`src/rtl/cpu_checker_plus.sv`:
```
// Character-serial trace record checker: decodes register-write and memory-write records.
// Optional misalignment reporting (format_type 11) when CPU_CHECKER_ALIGN_EN is defined.
module cpu_checker_plus #(
   parameter int TIME_DIGITS = 4,
   parameter int GRF_DIGITS  = 4,
   parameter int PC_HEX      = 8,
   parameter int DATA_HEX    = 8,
   parameter int TIME_W      = 14
) (
   input  logic                  clk,
   input  logic                  reset,
   input  logic [7:0]            char,
   output logic [1:0]            format_type,
   output logic [TIME_W-1:0]     time_out,
   output logic [4*PC_HEX-1:0]   pc_out,
   output logic [4*PC_HEX-1:0]   dest_out,
   output logic [4*DATA_HEX-1:0] data_out
);

   // state   | meaning
   // S_IDLE  | waiting for '^'
   // S_TIME  | decimal time digits
   // S_PC    | PC hex digits
   // S_COLON | expecting ':'
   // S_SP1   | spaces before '$' or '*'
   // S_GRF   | decimal register number
   // S_ADDR  | memory address hex digits
   // S_SP2   | spaces before '<'
   // S_EQ    | expecting '='
   // S_SP3   | spaces before data
   // S_DATA  | data hex digits
   // S_HASH  | expecting closing '#'

   localparam int ADDR_W = 4*PC_HEX;
   localparam int DATA_W = 4*DATA_HEX;
   localparam int MAX_TG = (TIME_DIGITS > GRF_DIGITS) ? TIME_DIGITS : GRF_DIGITS;
   localparam int MAX_HX = (PC_HEX > DATA_HEX) ? PC_HEX : DATA_HEX;
   localparam int MAX_D  = (MAX_TG > MAX_HX) ? MAX_TG : MAX_HX;
   localparam int CNT_W  = $clog2(MAX_D + 1);

   localparam logic [CNT_W-1:0] TIME_MAX  = CNT_W'(TIME_DIGITS);
   localparam logic [CNT_W-1:0] GRF_MAX   = CNT_W'(GRF_DIGITS);
   localparam logic [CNT_W-1:0] PC_LAST   = CNT_W'(PC_HEX - 1);
   localparam logic [CNT_W-1:0] DATA_LAST = CNT_W'(DATA_HEX - 1);

   typedef enum logic [3:0] {
      S_IDLE, S_TIME, S_PC, S_COLON, S_SP1, S_GRF,
      S_ADDR, S_SP2, S_EQ, S_SP3, S_DATA, S_HASH
   } state_t;

   state_t state, state_nx;

   logic [CNT_W-1:0]  cnt;
   logic [TIME_W-1:0] time_acc;
   logic [TIME_W-1:0] grf_acc;
   logic [ADDR_W-1:0] pc_acc;
   logic [ADDR_W-1:0] addr_acc;
   logic [DATA_W-1:0] data_acc;
   logic              is_mem;
   logic              misalign;

   logic is_dig, is_hex;
   logic [3:0] nib;
   logic cnt_clr, cnt_inc, acc_clr;
   logic ld_time, ld_pc, ld_grf, ld_addr, ld_data;
   logic sel_reg, sel_mem, commit;

   // Letters map to nibble via low bits + 9 for both cases ('a'/'A' low nibble is 1).
   assign is_dig = (char >= "0") && (char <= "9");
   assign is_hex = is_dig || ((char >= "a") && (char <= "f")) || ((char >= "A") && (char <= "F"));
   assign nib    = is_dig ? char[3:0] : char[3:0] + 4'd9;

`ifdef CPU_CHECKER_ALIGN_EN
   assign misalign = (pc_acc[1:0] != 2'b00) || (is_mem && (addr_acc[1:0] != 2'b00));
`else
   assign misalign = 1'b0;
`endif

   always_ff @(posedge clk) begin
      if (!reset) state <= S_IDLE;
      else        state <= state_nx;
   end

   always_comb begin
      state_nx = S_IDLE;
      cnt_clr  = 1'b0;
      cnt_inc  = 1'b0;
      acc_clr  = 1'b0;
      ld_time  = 1'b0;
      ld_pc    = 1'b0;
      ld_grf   = 1'b0;
      ld_addr  = 1'b0;
      ld_data  = 1'b0;
      sel_reg  = 1'b0;
      sel_mem  = 1'b0;
      commit   = 1'b0;
      // '^' restarts a record from any state; anything unexpected falls back to idle.
      if (char == "^") begin
         state_nx = S_TIME;
         acc_clr  = 1'b1;
         cnt_clr  = 1'b1;
      end else begin
         case (state)
            S_TIME: begin
               if (is_dig && cnt != TIME_MAX) begin
                  state_nx = S_TIME;
                  ld_time  = 1'b1;
                  cnt_inc  = 1'b1;
               end else if (char == "@" && cnt != '0) begin
                  state_nx = S_PC;
                  cnt_clr  = 1'b1;
               end
            end
            S_PC: begin
               if (is_hex) begin
                  ld_pc    = 1'b1;
                  cnt_inc  = 1'b1;
                  state_nx = (cnt == PC_LAST) ? S_COLON : S_PC;
               end
            end
            S_COLON: if (char == ":") state_nx = S_SP1;
            S_SP1: begin
               if (char == " ") state_nx = S_SP1;
               else if (char == "$") begin
                  state_nx = S_GRF;
                  cnt_clr  = 1'b1;
                  sel_reg  = 1'b1;
               end else if (char == "*") begin
                  state_nx = S_ADDR;
                  cnt_clr  = 1'b1;
                  sel_mem  = 1'b1;
               end
            end
            S_GRF: begin
               if (is_dig && cnt != GRF_MAX) begin
                  state_nx = S_GRF;
                  ld_grf   = 1'b1;
                  cnt_inc  = 1'b1;
               end else if (cnt != '0 && char == " ") state_nx = S_SP2;
               else if (cnt != '0 && char == "<") state_nx = S_EQ;
            end
            S_ADDR: begin
               if (is_hex) begin
                  ld_addr  = 1'b1;
                  cnt_inc  = 1'b1;
                  state_nx = (cnt == PC_LAST) ? S_SP2 : S_ADDR;
               end
            end
            S_SP2: begin
               if (char == " ") state_nx = S_SP2;
               else if (char == "<") state_nx = S_EQ;
            end
            S_EQ: if (char == "=") state_nx = S_SP3;
            S_SP3: begin
               if (char == " ") state_nx = S_SP3;
               else if (is_hex) begin
                  // first data digit is consumed here, so the counter starts at one
                  ld_data  = 1'b1;
                  cnt_clr  = 1'b1;
                  cnt_inc  = 1'b1;
                  state_nx = (DATA_HEX == 1) ? S_HASH : S_DATA;
               end
            end
            S_DATA: begin
               if (is_hex) begin
                  ld_data  = 1'b1;
                  cnt_inc  = 1'b1;
                  state_nx = (cnt == DATA_LAST) ? S_HASH : S_DATA;
               end
            end
            S_HASH: if (char == "#") commit = 1'b1;
            default: ;
         endcase
      end
   end

   always_ff @(posedge clk) begin
      if (!reset) begin
         cnt         <= '0;
         time_acc    <= '0;
         grf_acc     <= '0;
         pc_acc      <= '0;
         addr_acc    <= '0;
         data_acc    <= '0;
         is_mem      <= 1'b0;
         format_type <= 2'b00;
         time_out    <= '0;
         pc_out      <= '0;
         dest_out    <= '0;
         data_out    <= '0;
      end else begin
         format_type <= 2'b00;
         if (cnt_clr)      cnt <= cnt_inc ? CNT_W'(1) : '0;
         else if (cnt_inc) cnt <= cnt + CNT_W'(1);
         if (acc_clr) begin
            time_acc <= '0;
            grf_acc  <= '0;
            pc_acc   <= '0;
            addr_acc <= '0;
            data_acc <= '0;
         end
         if (ld_time) time_acc <= time_acc * TIME_W'(10) + TIME_W'(nib);
         if (ld_grf)  grf_acc  <= grf_acc * TIME_W'(10) + TIME_W'(nib);
         if (ld_pc)   pc_acc   <= {pc_acc[ADDR_W-5:0], nib};
         if (ld_addr) addr_acc <= {addr_acc[ADDR_W-5:0], nib};
         if (ld_data) data_acc <= {data_acc[DATA_W-5:0], nib};
         if (sel_mem)      is_mem <= 1'b1;
         else if (sel_reg) is_mem <= 1'b0;
         if (commit) begin
            format_type <= misalign ? 2'b11 : (is_mem ? 2'b10 : 2'b01);
            time_out    <= time_acc;
            pc_out      <= pc_acc;
            dest_out    <= is_mem ? addr_acc : ADDR_W'(grf_acc);
            data_out    <= data_acc;
         end
      end
   end

endmodule
```
`config.mk`:
```
export PLATFORM = sky130hd
export DESIGN_NAME = cpu_checker_plus
export DESIGN_NICKNAME = d
export VERILOG_FILES = /design/src/rtl/cpu_checker_plus.sv
export SDC_FILE = /design/constraint.sdc
export NUM_CORES = 1
export LEC_CHECK = 0
export ABC_AREA = 0
export CORE_MARGIN = 10
export CORE_UTILIZATION = 30
export DETAILED_ROUTE_END_ITERATION = 16
export GPL_TIMING_DRIVEN = 0
export PLACE_DENSITY = 0.57
export SLEW_MARGIN = 20
export SYNTH_ARGS = -nofsm -noshare
export SYNTH_HDL_FRONTEND = slang
export SYNTH_SLANG_ARGS = --single-unit
```
`constraint.sdc`:
```
create_clock -name clk -period 11.5 [get_ports clk]
set_clock_uncertainty 0.15 [all_clocks]
set_input_delay 3.45 -clock clk [delete_from_list [all_inputs] [get_ports clk]]
set_output_delay 3.45 -clock clk [all_outputs]
set_load 0.005 [all_outputs]
```
# Word level (Yosys, flattened, before mapping)
# Index checks and enable logic that the tools add are counted.
[classes]
bitwise_logic = 1
mux = 71
add_sub_neg = 4
multipliers = 2
eq_ne = 22
reduce_logical = 21
magnitude_cmp = 6
[ops]
columns = ["op", "n"]
rows = [
  ["$mux W32", 5],
  ["$eq A8 B6 Y1 const B", 7],
  ["$mux W4", 12],
  ["$mux W14", 3],
  ["$pmux W4 S10", 1],
  ["$mux W1", 38],
  ["$add A14 B4 Y14", 2],
  ["$mul A14 B3 Y13 const B", 2],
  ["$eq A4 B3 Y1 const B", 5],
  ["$eq A4 B4 Y1 const B", 4],
  ["$eq A8 B7 Y1 const B", 2],
  ["$ge A8 B7 Y1 const B", 2],
  ["$le A8 B7 Y1 const B", 2],
  ["$mux W3", 5],
  ["$reduce_bool A2 Y1", 7],
  ["$eq A4 B2 Y1 const B", 2],
  ["$ge A8 B6 Y1 const B", 1],
  ["$le A8 B6 Y1 const B", 1],
  ["$mux W2", 4],
  ["$logic_and A1 B1 Y1", 7],
  ["$pmux W1 S3", 2],
  ["$add A4 B1 Y4 const B", 1],
  ["$add A4 B4 Y4 const B", 1],
  ["$eq A4 B1 Y1 const B", 1],
  ["8 further kinds", 10],
]
[word_totals]
ff_bits = 245
output_inout_bits = 112
in_bits = 10
wordCells = 141

# Logic depth before layout (Yosys ltp)
# Gate-level depths: netlist of run 1.
[logic_depth]
depth_word = 10
depth_mapped = 15
depth_no_buf = 15

# Worst setup path before layout of run 1
# No wires, ideal clock.
[synth_path]
path_type = "input to register"
from = "in char[0]"
to = "reg time_acc[9]"
path_stages = 15
required_ns = 11.225
n_path_buf = 0
path_slack_ns = 5.228
arrival_ns = 5.997
setup_ns = 0.125
path_cell_list = "inv_1 ha_1 o21bai_1 a21o_1 mux2i_1 inv_1 ha_1 inv_1 fa_1 or3_1 nor3_1 a221o_1 and4_1 xnor2_1 o21ai_0"
[synth_between]
elab_chain_cells = 7
elab_cells_between_ends = 14
classes_between = "add/sub: 2; order compare: 2; eq/ne: 1; mux: 6; reduce/logical: 3"
[synth_lines]
columns = ["item", "line", "text"]
rows = [
  ["start, declared", "12", "input logic [7:0] char,"],
  ["parallel branches: the longest is 7 deep, another holds $add A14 B4 Y14", "-", ""],
  ["end signal, assigned", "202", "if (ld_time) time_acc <= time_acc * TIME_W'(10) + TIME_W'(nib);"],
  ["end, declared", "54", "logic [TIME_W-1:0] time_acc;"],
]
# Parallel ways; which one is timed is not known.
# A chain may end at the register's enable or synchronous reset.

# Final worst setup path of run 1
[layout_path]
from = "in char[0]"
to = "reg time_acc[12]"
# The elaborated chain is that of the path after synthesis.

==> impl_metrics.json, run 1 <==
{
  "cts_tree": "yes",
  "dieArea_um2": 47200,
  "row_count": 72,
  "synth_top_area_cell": "dfxtp_1",
  "die_h_um": 217,
  "cp_slowest_cell": "xor2_1",
  "core_um2": 38600,
  "worst-r2r-cell-count": 9,
  "start_kind": "input pin",
  "outcome": "complete, no violations",
  "hold_buffers": 0,
  "worstHoldPathCells": 2,
  "yosysWarningCount": 0,
  "hold_path_class": "flip-flop to flip-flop",
  "synth_edf_count": 0,
  "drt-total-wl_um": 34200,
  "io_pins": 122,
  "worstPathRequired_ns": 11.78,
  "cp_top_family": "compound AO/OA/AOI/OAI gates",
  "cts_buffer_depth": 3,
  "synth_top_area_frac": 0.420,
  "grt_max_degree": 14,
  "drcViolationCount": 0,
  "ys_async_sr_fraction": 0,
  "synth_ff_type": "dfxtp_1",
  "relSlewSlack": 0.371,
  "dr_wl_met3_um": 1550,
  "period_needed_ns": 7.15,
  "die_w_um": 217,
  "max_cap_violations": 0,
  "htree_levels": 1,
  "synth_nets": 1445,
  "grt_first_pass_wirelength_um": 54400,
  "cts.root.buffer_cell": "clkbuf_16",
  "critPathMaxFanout": 7,
  "synth_area_leaders": "dfxtp_1, a21boi_0, nand2_1",
  "setup_slack_ns": 4.35,
  "viasPerCell": 4.87,
  "cts.sinks": 245,
  "layout.nets": 1595,
  "grtUsageTotal": 0.140,
  "grt_pass1_vias": 9896,
  "slew_viol_final": 0,
  "gp_congestion": 0.915,
  "instances_no_fill": 2067,
  "finalSetupTns_ns": 0,
  "dp_cells": 2018,
  "worstMarginPinSlew_ns": 0.937,
  "clkLatencyLatePin_ns": 0.55,
  "max_freq_mhz": 140,
  "slowest_delay_ns": 0.69,
  "antenna_left": 0,
  "reg2reg_from": "time_acc[4]",
  "dr_wl_met2_um": 15600,
  "r2r-end": "time_acc[13]",
  "synthCells": 1380,
  "placement.io_buffers": 120,
  "setup_violations": 0,
  "hold_end": "time_out[12]",
  "dr.max_layer_used": "met4",
  "worstSetupEndpointType": "flip-flop",
  "syn_area_per_cell_um2": 8.46,
  "post-cts-setup-buffer-count": 0,
  "start_util": 0.303,
  "ys_types": 73,
  "min_from": "time_out[12]",
  "clkTransAtPathRegs_ns": 0.06,
  "ys_ff_latch": 245,
  "hpwlAfterDp_um": 25400,
  "rsz0062_at_grt": "false",
  "initialDrtViolationCount": 479,
  "wl_met1_um": 16500,
  "r2r_slack_ns": 8.23,
  "drive_above_1_share": 0.0523,
  "crit_arrival_ns": 7.43,
  "fillerInstances": 4037,
  "post-place-ws_ns": 3.79,
  "syn2layout_area_growth_pct": 24.1,
  "irDropWorstVdd_mv": 0.0995,
  "leakage_nw": 5.07,
  "crit_chain": "clkdlybuf4s50_1 -> inv_1 -> ha_1 -> o21bai_1 -> a21o_1 -> nand2_1 -> xor2_1 -> inv_1 -> ha_1 -> nand3_1 -> o32ai_1 -> nand3_1 -> xor2_1 -> o21ai_1",
  "critPathKind": "input pin to flip-flop",
  "timing.final.hold_violations": 0,
  "postLayoutCoreUtil": 0.376,
  "vias": 10100,
  "cts_buffers": 28,
  "grt_overflow": 0,
  "wire_per_inst_um": 16.6,
  "yosysSeqAreaShare": 0.420,
  "cp_num_buf_inv": 3,
  "firstDrtPassIters": 5,
  "syn_area_um2": 11700,
  "post-route-period-util": 0.622,
  "cts_resized": 0,
  "power-per-cell-area_nw_per_um2": 127,
  "antenna_found_initial": 0
}
## cells by family after synthesis
group / count (synthesis) / share of synthesized area
xor+xnor: 38 / 0.0285
simple gates: 591 / 0.233
compound gates: 319 / 0.204
mux: 16 / 0.0137
buf+inv: 116 / 0.0397
flops: 245 / 0.420
fa+ha+maj: 55 / 0.0615
## where the power goes
group	switching, mW	internal, mW
clock network	0.353	0.580
logic	0.0317	0.0193
registers	0.0000000208	0.849
total	0.385	1.45
## worst reg2reg max path, delay by kind of cell (launching register included)
kind            cells  cell delay (ns)
flops               1             0.44
compound gates      3             0.99
fa+ha+maj           2             0.65
simple gates        3             0.66
xor+xnor            1             0.26
## cell type report
type                    instances  area (um2)  area share
multi-input cells            1019        6300       0.435
flip-flops and latches        245        4900       0.339
repair buffers                120        1200      0.0829
clock buffers                  42         825      0.0569
well taps                     518         648      0.0448
plain buffers                  93         377      0.0260
clock inverters                 6         134     0.00924
inverters                      23        86.3     0.00596
diodes                          1        2.50    0.000173
## synth_stat cells (11+ instances only)
cell        n
o21ai_0    26
a21boi_1   11
mux2i_1    16
xor2_1     20
o211a_1    16
a21boi_0  175
buf_1      12
nor2_1     42
nor2b_1    19
ha_1       51
clkbuf_1   59
a21oi_1    19
and2_1     13
a31oi_1    15
nand2_1   318
inv_1      23
nand3_1   129
buf_2      22
dfxtp_1   245
xnor2_1    18
## routing by layer
metal  GRT usage  vias to the layer above
met2       0.227                      179
met3      0.0259                       40
met1       0.189                     4754
met4      0.0347                        0
li1            -                     5084
met5           0                        -
## sequential cells by signal (all words and copies together) (netlist names)
signal	cells
pc_out	32
state	4
cnt	4
is_mem	1
addr_acc	32
pc_acc	32
dest_out	32
data_out	32
time_out	14
format_type	2
grf_acc	14
data_acc	32
time_acc	14
## placed cells by master (no fill, tap or decap), drive strengths merged, types with 3 or more instances in the layout
| cell | Yosys | routed |
|---|---|---|
| o21a | 4 | 4 |
| nor3 | 14 | 14 |
| and4 | 3 | 3 |
| a21oi | 19 | 19 |
| a21boi | 186 | 186 |
| a211oi | 6 | 6 |
| and3 | 3 | 3 |
| nor4 | 6 | 6 |
| nand4 | 10 | 10 |
| dfxtp | 245 | 245 |
| and2 | 13 | 13 |
| o211a | 16 | 16 |
| o211ai | 4 | 4 |
| fa | 4 | 4 |
| a21o | 6 | 6 |
| or4 | 3 | 3 |
| clkbuf | 59 | 101 |
| bufinv | 0 | 4 |
| o21bai | 3 | 3 |
| mux2i | 16 | 16 |
| or3 | 8 | 8 |
| buf | 34 | 34 |
| nor2 | 43 | 43 |
| nand2b | 9 | 9 |
| nor2b | 19 | 19 |
| xor2 | 20 | 20 |
| nand3 | 129 | 129 |
| xnor2 | 18 | 18 |
| ha | 51 | 51 |
| clkdlybuf4s50 | 0 | 120 |
| nand2 | 319 | 319 |
| a31oi | 16 | 16 |
| inv | 23 | 23 |
| o21ai | 33 | 33 |
## worst max-delay path by stage
stage	end	startpoint	slack (ns)	cells past startpoint
floorplan	time_acc[9]	char[0]	5.23	15
global placement	time_acc[8]	char[0]	3.90	14
detailed placement	time_acc[12]	char[0]	3.79	14
CTS	time_acc[12]	char[0]	4.34	14
global route	time_acc[12]	char[0]	3.94	14
finish	time_acc[12]	char[0]	4.35	14
## stage by stage
step / power [mW] / area [um2] / hold WS, ns
final: 1.83 / 14500 / 0.303
after global placement: 0.918 / 13500 / 0.293
after floorplan: 0.899 / 11700 / 0.275
after CTS: 1.85 / 14500 / 0.307
after global routing: 1.89 / 14500 / 0.325
after detailed placement: 0.919 / 13500 / 0.298
Note: power is estimated with default switching activity, not from simulation.
==> inputs of run 2 (changes only) <==
Settings changed: PLACE_DENSITY 0.57 to 0.58.
Clock period 11.5 ns to 6.4 ns, I/O delays scaled along.
==> run 2 against run 1 <==
Net effect:
- first-iteration DRC count rose by 6.3%
- global-route usage down 0.081 points
- sequential power rose by 79%
- cell area down 1.1%
- utilization shrank 0.40 points
- worst setup slack got worse by 3.5 ns
- non-clock buffer count did not move
- cell count unchanged
- worst hold slack got worse by 0.0013 ns
- clock power is 53% higher
- sequential share of layout area rose by 0.36 points
==> impl_metrics.json, run 2 (synthesized netlist as in run 1, its figures left out) <==
{
  "grtUsageTotal": 0.140,
  "clkTransAtPathRegs_ns": 0.05,
  "outcome": "complete, no violations",
  "final_cell_area_um2": 14300,
  "clkLatencyLatePin_ns": 0.54,
  "antenna_found_initial": 0,
  "layout_commonest_cell": "nand2_1",
  "dieArea_um2": 47200,
  "hpwlAfterDp_um": 25500,
  "setup_violations": 0,
  "final_cell_mix": "nand2_1, dfxtp_1, a21boi_0",
  "max_freq_mhz": 181,
  "post-cts-setup-buffer-count": 0,
  "start_util": 0.303,
  "dr_wl_met3_um": 1710,
  "cts_resized": 0,
  "rsz0062_at_grt": "false",
  "dp_cells": 2018,
  "reg2reg_from": "grf_acc[1]",
  "cts_buffers": 27,
  "max_cap_violations": 0,
  "num_antenna_cells": 0,
  "worstHoldPathCells": 2,
  "power-per-cell-area_nw_per_um2": 213,
  "drt-total-wl_um": 34000,
  "antenna_left": 0,
  "worstPathRequired_ns": 6.66,
  "htree_levels": 1,
  "worst-r2r-cell-count": 10,
  "whs_ns": 0.302,
  "vias": 10100,
  "grt_overflow": 0,
  "worstMarginPinSlew_ns": 0.880,
  "cts.sinks": 245,
  "row_count": 72,
  "slew_viol_final": 0,
  "irDropWorstVdd_mv": 0.166,
  "die_w_um": 217,
  "leakage_nw": 5.00,
  "dpl_cell_area_um2": 13500,
  "critPathKind": "input pin to flip-flop",
  "finalSetupTns_ns": 0,
  "min_from": "time_out[11]",
  "wl_met1_um": 16200,
  "grt_max_degree": 14,
  "fillerInstances": 4050,
  "timing.final.hold_violations": 0,
  "viasPerCell": 4.87,
  "total_power_mw": 3.05,
  "layout.nets": 1594,
  "hold_path_class": "flip-flop to flip-flop",
  "post-route-period-util": 0.862,
  "critPathMaxFanout": 7,
  "die_h_um": 217,
  "cts.root.buffer_cell": "clkbuf_16",
  "grt_pass1_vias": 9916,
  "grt_first_pass_wirelength_um": 54700,
  "drcViolationCount": 0,
  "cts_tree": "yes",
  "dr_wl_met2_um": 15500,
  "worstSetupEndpointType": "flip-flop",
  "relSlewSlack": 0.409,
  "wire_per_inst_um": 16.5,
  "gp_congestion": 0.908,
  "period_needed_ns": 5.52,
  "drive_above_1_share": 0.0536,
  "hold_buffers": 0,
  "crit_start": "char[0]",
  "io_pins": 122,
  "start_kind": "input pin",
  "crit_arrival_ns": 5.78,
  "initialDrtViolationCount": 509,
  "cts_buffer_depth": 3,
  "instances_no_fill": 2067,
  "syn2layout_area_growth_pct": 22.8,
  "firstDrtPassIters": 5,
  "core_um2": 38600,
  "dr.max_layer_used": "met4",
  "placement.io_buffers": 120
}
==> run 2: cell types whose count changed in the layout (fill, tap and decap cells not counted) <==
cell,before,now
bufinv_16,4,0
clkbuf_1,67,66
clkbuf_16,29,27
clkbuf_8,5,2
clkinv_2,1,9
clkinvlp_4,0,2
diode_2,1,0
inv_6,0,1
==> run 2: worst paths after layout <==
check / to / slack (ns)
hold reg to reg: time_out[11] / 0.30
hold / removal: time_out[11] / 0.30
setup reg to reg: grf_acc[13] / 3.08
setup / recovery: time_acc[9] / 0.88
==> run 2: layer usage <==
layer | up-vias | global-route usage
met2 | 204 | 0.229
li1 | 5083 | -
met3 | 36 | 0.0251
met1 | 4753 | 0.187
met4 | 0 | 0.0315
met5 | - | 0
==> run 2: critical path, cell delays in order <==
cell,delay [ns]
clkdlybuf4s50_1,0.63
inv_1,0.13
ha_1,0.26
o21bai_1,0.15
a21o_1,0.28
mux2i_1,0.25
inv_1,0.17
ha_1,0.22
inv_1,0.07
fa_1,0.42
or3_1,0.39
nor3_1,0.14
a221o_1,0.26
and4_1,0.25
xnor2_1,0.14
o21ai_0,0.10
==> run 2: metrics by stage <==
| step | util | setup WS, ns |
|---|---|---|
| after global routing | 0.372 | 0.635 |
| after global placement | 0.351 | 0.333 |
| after detailed placement | 0.351 | 0.337 |
| after floorplan | - | 1.66 |
| after CTS | 0.372 | 0.897 |
| final | 0.372 | 0.881 |
==> run 2: area by class of cell <==
cell class	instances	area, um2	area share
clock inverters	13	77.6	0.00541
clock buffers	36	729	0.0509
flip-flops and latches	245	4900	0.342
repair buffers	120	1200	0.0838
plain buffers	93	377	0.0263
inverters	23	86.3	0.00603
multi-input cells	1019	6300	0.440
well taps	518	648	0.0452
==> run 2: report_power, final <==
| part | internal, mW | switching, mW |
|---|---|---|
| clock | 0.801 | 0.629 |
| sequential | 1.52 | 0.0000000349 |
| combinational | 0.0349 | 0.0570 |
| total | 2.36 | 0.686 |
